<file path="src/rtl/delta_spike_encoder_if.sv">
// Sample-in / event-out stream bundle for the delta spike encoder.
// The master drives samples and consumes events; the encoder is the slave.
interface delta_spike_encoder_if #(
  parameter int CHANNELS = 4,
  parameter int DATA_W   = 8
);
  localparam int CH_W = $clog2(CHANNELS);

  // Sample stream toward the encoder
  logic              sample_valid;
  logic              sample_ready;
  logic [CH_W-1:0]   sample_chan;
  logic [DATA_W-1:0] sample_data;
  logic              load_ref;

  // Event stream toward the spike router
  logic              evt_valid;
  logic              evt_ready;
  logic [CH_W-1:0]   evt_chan;
  logic              evt_pol;

  modport master (
    output sample_valid, sample_chan, sample_data, load_ref, evt_ready,
    input  sample_ready, evt_valid, evt_chan, evt_pol
  );

  modport slave (
    input  sample_valid, sample_chan, sample_data, load_ref, evt_ready,
    output sample_ready, evt_valid, evt_chan, evt_pol
  );
endinterface

</file>
<file path="src/rtl/delta_spike_encoder.sv">
// Multi-channel delta-modulation spike encoder: per-channel reference and
// refractory counter, ON/OFF event generation, and an event FIFO drained
// over a valid/ready stream.
module delta_spike_encoder #(
  parameter  int CHANNELS   = 4,
  parameter  int DATA_W     = 8,
  parameter  int FIFO_DEPTH = 8,
  parameter  int REF_W      = 4,
  localparam int CH_W       = $clog2(CHANNELS),
  localparam int CNT_W      = $clog2(FIFO_DEPTH) + 1
) (
  input  logic                  clk,
  input  logic                  reset,
  delta_spike_encoder_if.slave  bus,
  input  logic [DATA_W-1:0]     threshold,
  input  logic [REF_W-1:0]      refractory,
  input  logic                  off_en,
  output logic [CNT_W-1:0]      fifo_count,
  output logic                  overflow
);

  localparam int ADDR_W = $clog2(FIFO_DEPTH);

  typedef struct packed {
    logic [CH_W-1:0] chan;
    logic            pol;
  } evt_t;

  logic [DATA_W-1:0] ref_q    [CHANNELS];
  logic [DATA_W-1:0] ref_d    [CHANNELS];
  logic [REF_W-1:0]  rc_q     [CHANNELS];
  logic [REF_W-1:0]  rc_d     [CHANNELS];
  evt_t              mem_q    [FIFO_DEPTH];
  evt_t              mem_d    [FIFO_DEPTH];
  logic [ADDR_W-1:0] wr_ptr_q, wr_ptr_d;
  logic [ADDR_W-1:0] rd_ptr_q, rd_ptr_d;
  logic [CNT_W-1:0]  count_q,  count_d;
  logic              overflow_q, overflow_d;

  logic                chan_ok;
  logic                accept;
  logic [DATA_W-1:0]   cur_ref;
  logic [REF_W-1:0]    cur_rc;
  logic signed [DATA_W:0] diff;
  logic signed [DATA_W:0] neg_diff;
  logic signed [DATA_W:0] thr_s;
  logic                evt_gen;
  logic                evt_pol_new;
  logic                full;
  logic                push;
  logic                pop;

  assign bus.sample_ready = ~reset;
  assign bus.evt_valid    = (count_q != '0);
  assign bus.evt_chan     = mem_q[rd_ptr_q].chan;
  assign bus.evt_pol      = mem_q[rd_ptr_q].pol;
  assign fifo_count       = count_q;
  assign overflow         = overflow_q;

  // Decode the incoming sample: channel range, current state, signed difference
  always_comb begin
    chan_ok  = ({1'b0, bus.sample_chan} < (CH_W+1)'(CHANNELS));
    accept   = bus.sample_valid & ~reset & chan_ok;
    cur_ref  = ref_q[bus.sample_chan];
    cur_rc   = rc_q[bus.sample_chan];
    diff     = $signed({1'b0, bus.sample_data}) - $signed({1'b0, cur_ref});
    neg_diff = $signed({1'b0, cur_ref}) - $signed({1'b0, bus.sample_data});
    thr_s    = $signed({1'b0, threshold});
  end

  // Per-channel reference/refractory update and event decision
  always_comb begin
    // NOTE: every output of this block gets a default first so no path leaves it unassigned (no latch).
    ref_d       = ref_q;
    evt_gen     = 1'b0;
    evt_pol_new = 1'b0;
    for (int x = 0; x < CHANNELS; x++) begin
      rc_d[x] = (rc_q[x] != '0) ? rc_q[x] - REF_W'(1) : rc_q[x];
    end
    if (accept) begin
      if (bus.load_ref) begin
        ref_d[bus.sample_chan] = bus.sample_data;
      end else if (cur_rc == '0) begin
        if (diff > thr_s) begin
          ref_d[bus.sample_chan] = bus.sample_data;
          rc_d[bus.sample_chan]  = refractory;
          evt_gen                = 1'b1;
          evt_pol_new            = 1'b1;
        end else if (neg_diff > thr_s) begin
          // The reference follows a falling step even when OFF events are muted
          ref_d[bus.sample_chan] = bus.sample_data;
          rc_d[bus.sample_chan]  = refractory;
          evt_gen                = off_en;
        end
      end
    end
  end

  // Event FIFO: push/pop bookkeeping, drop-on-full with sticky overflow
  always_comb begin
    full       = (count_q == CNT_W'(FIFO_DEPTH));
    pop        = bus.evt_valid & bus.evt_ready;
    push       = evt_gen & (~full | pop);
    mem_d      = mem_q;
    wr_ptr_d   = wr_ptr_q;
    rd_ptr_d   = rd_ptr_q;
    overflow_d = overflow_q;
    if (push) begin
      mem_d[wr_ptr_q] = '{chan: bus.sample_chan, pol: evt_pol_new};
      wr_ptr_d        = wr_ptr_q + ADDR_W'(1);
    end
    if (pop) begin
      rd_ptr_d = rd_ptr_q + ADDR_W'(1);
    end
    if (evt_gen & ~push) begin
      overflow_d = 1'b1;
    end
    count_d = count_q + CNT_W'(push) - CNT_W'(pop);
  end

  // Control and channel state registers with synchronous reset
  always_ff @(posedge clk) begin
    // NOTE: state flops use non-blocking assignments so every flop samples pre-edge values.
    if (reset) begin
      ref_q      <= '{default: '0};
      rc_q       <= '{default: '0};
      wr_ptr_q   <= '0;
      rd_ptr_q   <= '0;
      count_q    <= '0;
      overflow_q <= 1'b0;
    end else begin
      ref_q      <= ref_d;
      rc_q       <= rc_d;
      wr_ptr_q   <= wr_ptr_d;
      rd_ptr_q   <= rd_ptr_d;
      count_q    <= count_d;
      overflow_q <= overflow_d;
    end
  end

  // FIFO storage
  always_ff @(posedge clk) begin
    // NOTE: storage has no reset; pointers and count alone decide which entries are live.
    mem_q <= mem_d;
  end

endmodule

</file>
<file path="src/flat_wrapper.sv">
// flat-port wrapper written by rule: the top's interface ports become plain ports
module delta_spike_encoder_flat 
#(
  parameter  int CHANNELS   = 4,
  parameter  int DATA_W     = 8,
  parameter  int FIFO_DEPTH = 8,
  parameter  int REF_W      = 4,
  localparam int CH_W       = $clog2(CHANNELS),
  localparam int CNT_W      = $clog2(FIFO_DEPTH) + 1
)
  (clk, reset, threshold, refractory, off_en, fifo_count, overflow, bus_sample_valid, bus_sample_chan, bus_sample_data, bus_load_ref, bus_evt_ready, bus_sample_ready, bus_evt_valid, bus_evt_chan, bus_evt_pol);
  delta_spike_encoder_if #(.CHANNELS(CHANNELS), .DATA_W(DATA_W)) bus_i ();
  input  logic clk;
  input  logic reset;
  input  logic [DATA_W-1:0] threshold;
  input  logic [REF_W-1:0] refractory;
  input  logic off_en;
  output logic [CNT_W-1:0] fifo_count;
  output logic overflow;
  input wire logic [$bits(bus_i.sample_valid)-1:0] bus_sample_valid;
  input wire logic [$bits(bus_i.sample_chan)-1:0] bus_sample_chan;
  input wire logic [$bits(bus_i.sample_data)-1:0] bus_sample_data;
  input wire logic [$bits(bus_i.load_ref)-1:0] bus_load_ref;
  input wire logic [$bits(bus_i.evt_ready)-1:0] bus_evt_ready;
  output wire logic [$bits(bus_i.sample_ready)-1:0] bus_sample_ready;
  output wire logic [$bits(bus_i.evt_valid)-1:0] bus_evt_valid;
  output wire logic [$bits(bus_i.evt_chan)-1:0] bus_evt_chan;
  output wire logic [$bits(bus_i.evt_pol)-1:0] bus_evt_pol;
  assign bus_i.sample_valid = bus_sample_valid;
  assign bus_i.sample_chan = bus_sample_chan;
  assign bus_i.sample_data = bus_sample_data;
  assign bus_i.load_ref = bus_load_ref;
  assign bus_i.evt_ready = bus_evt_ready;
  assign bus_sample_ready = bus_i.sample_ready;
  assign bus_evt_valid = bus_i.evt_valid;
  assign bus_evt_chan = bus_i.evt_chan;
  assign bus_evt_pol = bus_i.evt_pol;
  delta_spike_encoder #(.CHANNELS(CHANNELS), .DATA_W(DATA_W), .FIFO_DEPTH(FIFO_DEPTH), .REF_W(REF_W)) u_core (.clk(clk), .reset(reset), .bus(bus_i), .threshold(threshold), .refractory(refractory), .off_en(off_en), .fifo_count(fifo_count), .overflow(overflow));
endmodule
</file>
<file path="config.mk">
export PLATFORM = sky130hd
export DESIGN_NAME = delta_spike_encoder_flat
export DESIGN_NICKNAME = d
export VERILOG_FILES = /design/src/rtl/delta_spike_encoder_if.sv /design/src/rtl/delta_spike_encoder.sv /design/src/flat_wrapper.sv
export SDC_FILE = /design/constraint.sdc
export NUM_CORES = 1
export LEC_CHECK = 0
export CAP_MARGIN = 40
export CELL_PAD_IN_SITES_DETAIL_PLACEMENT = 1
export CELL_PAD_IN_SITES_GLOBAL_PLACEMENT = 1
export CORE_MARGIN = 4
export CORE_UTILIZATION = 30
export DETAILED_ROUTE_END_ITERATION = 8
export PLACE_DENSITY_LB_ADDON = 0.12
export SLEW_MARGIN = 20
export SYNTH_ARGS = -nofsm -noshare
export SYNTH_HDL_FRONTEND = slang
export SYNTH_SLANG_ARGS = --single-unit
</file>
<file path="constraint.sdc">
create_clock -name clk -period 6.6 [get_ports clk]
set_clock_uncertainty 0.2 [all_clocks]
set_input_delay 1.65 -clock clk [delete_from_list [all_inputs] [get_ports clk]]
set_output_delay 1.65 -clock clk [all_outputs]
set_load 0.05 [all_outputs]
</file>
==> flow_summary.toml <==
[finish]
fill_cells = 1895
num-nets-final = 652
drive_gt1_share_pct = 17.2
synthToLayoutAreaGrowth_pct = 22.9
diodes = 0
fin_cells = 802
fin_area_sq_mm = 0.00625

[hold_path]
min-delay-start = "u_core.ref_q[29]"
hold_path_class = "reg2reg"
holdPathStages = 2
worstHoldEndpoint = "u_core.ref_q[29]"

[setup_path]
critPathRequiredTime_ns = 6.46
crit_slowest_cell = "clkdlybuf4s50_1"
rr_startpoint = "u_core.ref_q[0]"
r2r-end = "u_core.fifo_count[2]"
startpoint_type = "primary input"
path_delay_family = "buffers and inverters"
reg2reg_setup_slack_ns = 1.87
r2r_cells = 20
slowest_delay_ns = 0.52
crit_top_cell = "buf_4"
crit_type = "in2reg"
worstPathArrival_ns = 6.03
critPathCaptureType = "flip-flop"
path_buf_inv = 5
crit_fanout = 12
crit_chain = "clkdlybuf4s50_1, buf_4, mux4_2, ha_1, and2_1, a221o_1, a21o_1, a21oi_1, xnor2_1, ha_1, nand4_1, nor2_1, a31o_2, nor3_2, buf_4, a21oi_2, buf_4, nor4b_1, buf_4"

[detailed_routing]
vias_per_cell = 5.17
dr.pass1.iters = 4
post-route-drc-count = 0
antenna_left = 0
wire_per_inst_um = 17.8
wirelength_um = 14200
drt_iter0_markers = 143
route.vias.total = 4149

[logic_synthesis]
seq_area_frac_synth_pct = 37.4
synthesis.area_sq_mm = 0.00509
synth_largest_area_cell = "dfxtp_1"
syn_inst = 514
synth_fp_nets = 589
synthTopCellsByCount = "59 x dfxtp_1, 50 x nand2_1, 44 x ha_1, 44 x inv_1, 34 x a21oi_1"
synth_edf_count = 24
yosysUniqueCellTypes = 60
synth-async-reset-ratio_pct = 0
yosys_warnings = 0
avgSynthCellArea_sq_um = 9.90
yosysMostFrequentCell = "dfxtp_1"
ys_ff_latch = 83
synth_top_cell_area_share_pct = 23.2
synth.top_cells.by_area = "dfxtp_1 23%, edfxtp_1 14%, ha_1 11%, mux4_2 6.2%, nand2_1 3.7%"
ys.flop_type = "dfxtp_1"

[floorplan]
die_y_um = 138
start_util_pct = 30.7
ios = 38
dieArea_sq_mm = 0.0191
core_area_sq_mm = 0.0166
rows = 47
fp.dieW_um = 138

[place]
dpl_cell_area_sq_mm = 0.00591
dp_cells = 783
numPortBuffers = 37
gp_congestion = 0.770
dp_hpwl_um = 11200

[outcome]
status = "complete, no violations"

[timing]
setup_viol = 0
setup_tns_ns = 0
max_slew.worst_pin.slew_ns = 0.836
slew_viol_final = 0
rsz0062_at_grt = "false"
final_hold_viol_count = 0
finalCritPeriodShare_pct = 93.4
fmax_ghz = 0.162
relSlewSlack_pct = 44.0
min_period_ns = 6.17

[power_and_ir_drop]
total_power_mw = 1.92
ir_worst_vdd_mv = 0.164
leakage_nw = 2.40
power.density_mw_per_mm2 = 308

[cts]
cts_sinks = 83
ctsRootBufferMaster = "clkbuf_16"
clk_path_buf_depth = 2
cts-hold-fix-buffers = 0
clk_latency_ns = 0.34
h-tree-depth = 3
cts_made_buffers = 9
path_clk_slew_ns = 0.07
ctsResizeCount = 0
post_cts.repair.setup_buffers = 0
cts_tree = "yes"

[grt]
antenna_found_initial = 0
grt_max_degree = 30
first_global_vias = 4289
grt_use_total_pct = 14.9
grt_pass1_wl_um = 22900
grt_overflow = 0

[job]
cap_violations = 0
## layout make-up
| class | count | area [sq um] | area share (%) |
|---|---|---|---|
| timing repair buffer | 74 | 658 | 10.5 |
| inverter | 45 | 169 | 2.70 |
| tap | 220 | 275 | 4.40 |
| clock inverter | 7 | 65.1 | 1.04 |
| sequential | 83 | 1900 | 30.4 |
| multi-input combinational | 364 | 2960 | 47.3 |
| clock buffer | 9 | 225 | 3.60 |
## cell usage in the layout (no fill, tap or decap), drive strengths merged, types with 10 or more instances in the layout
| cell type | synthesis | layout |
|---|---|---|
| nor2b | 12 | 12 |
| inv | 44 | 50 |
| clkbuf | 9 | 12 |
| edfxtp | 24 | 24 |
| o31ai | 18 | 18 |
| ha | 44 | 44 |
| mux4 | 14 | 14 |
| o311ai | 16 | 16 |
| buf | 13 | 34 |
| a21oi | 35 | 35 |
| xnor2 | 10 | 10 |
| xor2 | 10 | 10 |
| clkdlybuf4s50 | 0 | 36 |
| dfxtp | 59 | 59 |
| nand2 | 50 | 50 |
| nor2 | 29 | 29 |
| mux2 | 11 | 11 |
## registers in the layout, indices dropped and copies added (netlist names)
name,count
u_core.overflow,1
u_core.fifo_count,4
u_core.rc_q,16
u_core.mem_q,24
u_core.wr_ptr_q,3
u_core.ref_q,32
u_core.rd_ptr_q,3
## worst max path at each step
stage | startpoint | endpoint | slack [ns] | cells past startpoint
after floorplan | bus_sample_chan[0] | u_core.fifo_count[2] | 0.03 | 21
after global placement | bus_sample_chan[0] | u_core.mem_q[10] | -0.28 | 20
after detailed placement | bus_sample_chan[0] | u_core.mem_q[10] | -0.34 | 20
after CTS | bus_sample_chan[0] | u_core.mem_q[9] | 0.01 | 20
after global routing | bus_sample_chan[1] | u_core.fifo_count[3] | 0.18 | 20
final | bus_sample_chan[1] | u_core.mem_q[0] | 0.43 | 19
## metrics by stage
stage                     setup WS (ns)  util, %  hold WS [ns]
after floorplan                  0.0268        -         0.243
final                             0.433     37.7         0.273
after global routing              0.176     37.7         0.301
after CTS                        0.0131     37.4         0.275
after detailed placement         -0.338     35.7         0.263
after global placement           -0.283     35.6         0.254
## cells by family (layout without fill, tap and decap cells)
kind of cell    count (synthesis)  after routing  share of synthesized area [%]
flops                          83             83                           37.4
simple gates                  144            144                           14.7
compound gates                120            120                           16.7
fa+ha+maj                      47             47                           12.0
buf+inv                        67            135                           5.14
mux                            33             33                           10.7
xor+xnor                       20             20                           3.44
## routing by layer
| layer | track usage (%) | routed length [um] | vias to the layer above |
|---|---|---|---|
| met2 | 25.3 | 7070 | 44 |
| li1 | - | - | 2021 |
| met5 | 0 | 0 | - |
| met1 | 19.7 | 6730 | 2070 |
| met4 | 3.12 | 129 | 0 |
| met3 | 2.83 | 319 | 14 |
## power by group
group	total, mW	internal [mW]	leakage [nW]	switching [mW]
combinational	0.779	0.348	1.56	0.431
sequential	0.648	0.584	0.693	0.0646
clock	0.496	0.266	0.141	0.230
## tightest hold or removal path, delay by kind of cell (launching register included)
kind	cells	cell delay (ns)
flops	1	0.31
compound gates	1	0.06
simple gates	1	0.05
Power figures use the tool's default switching activity.
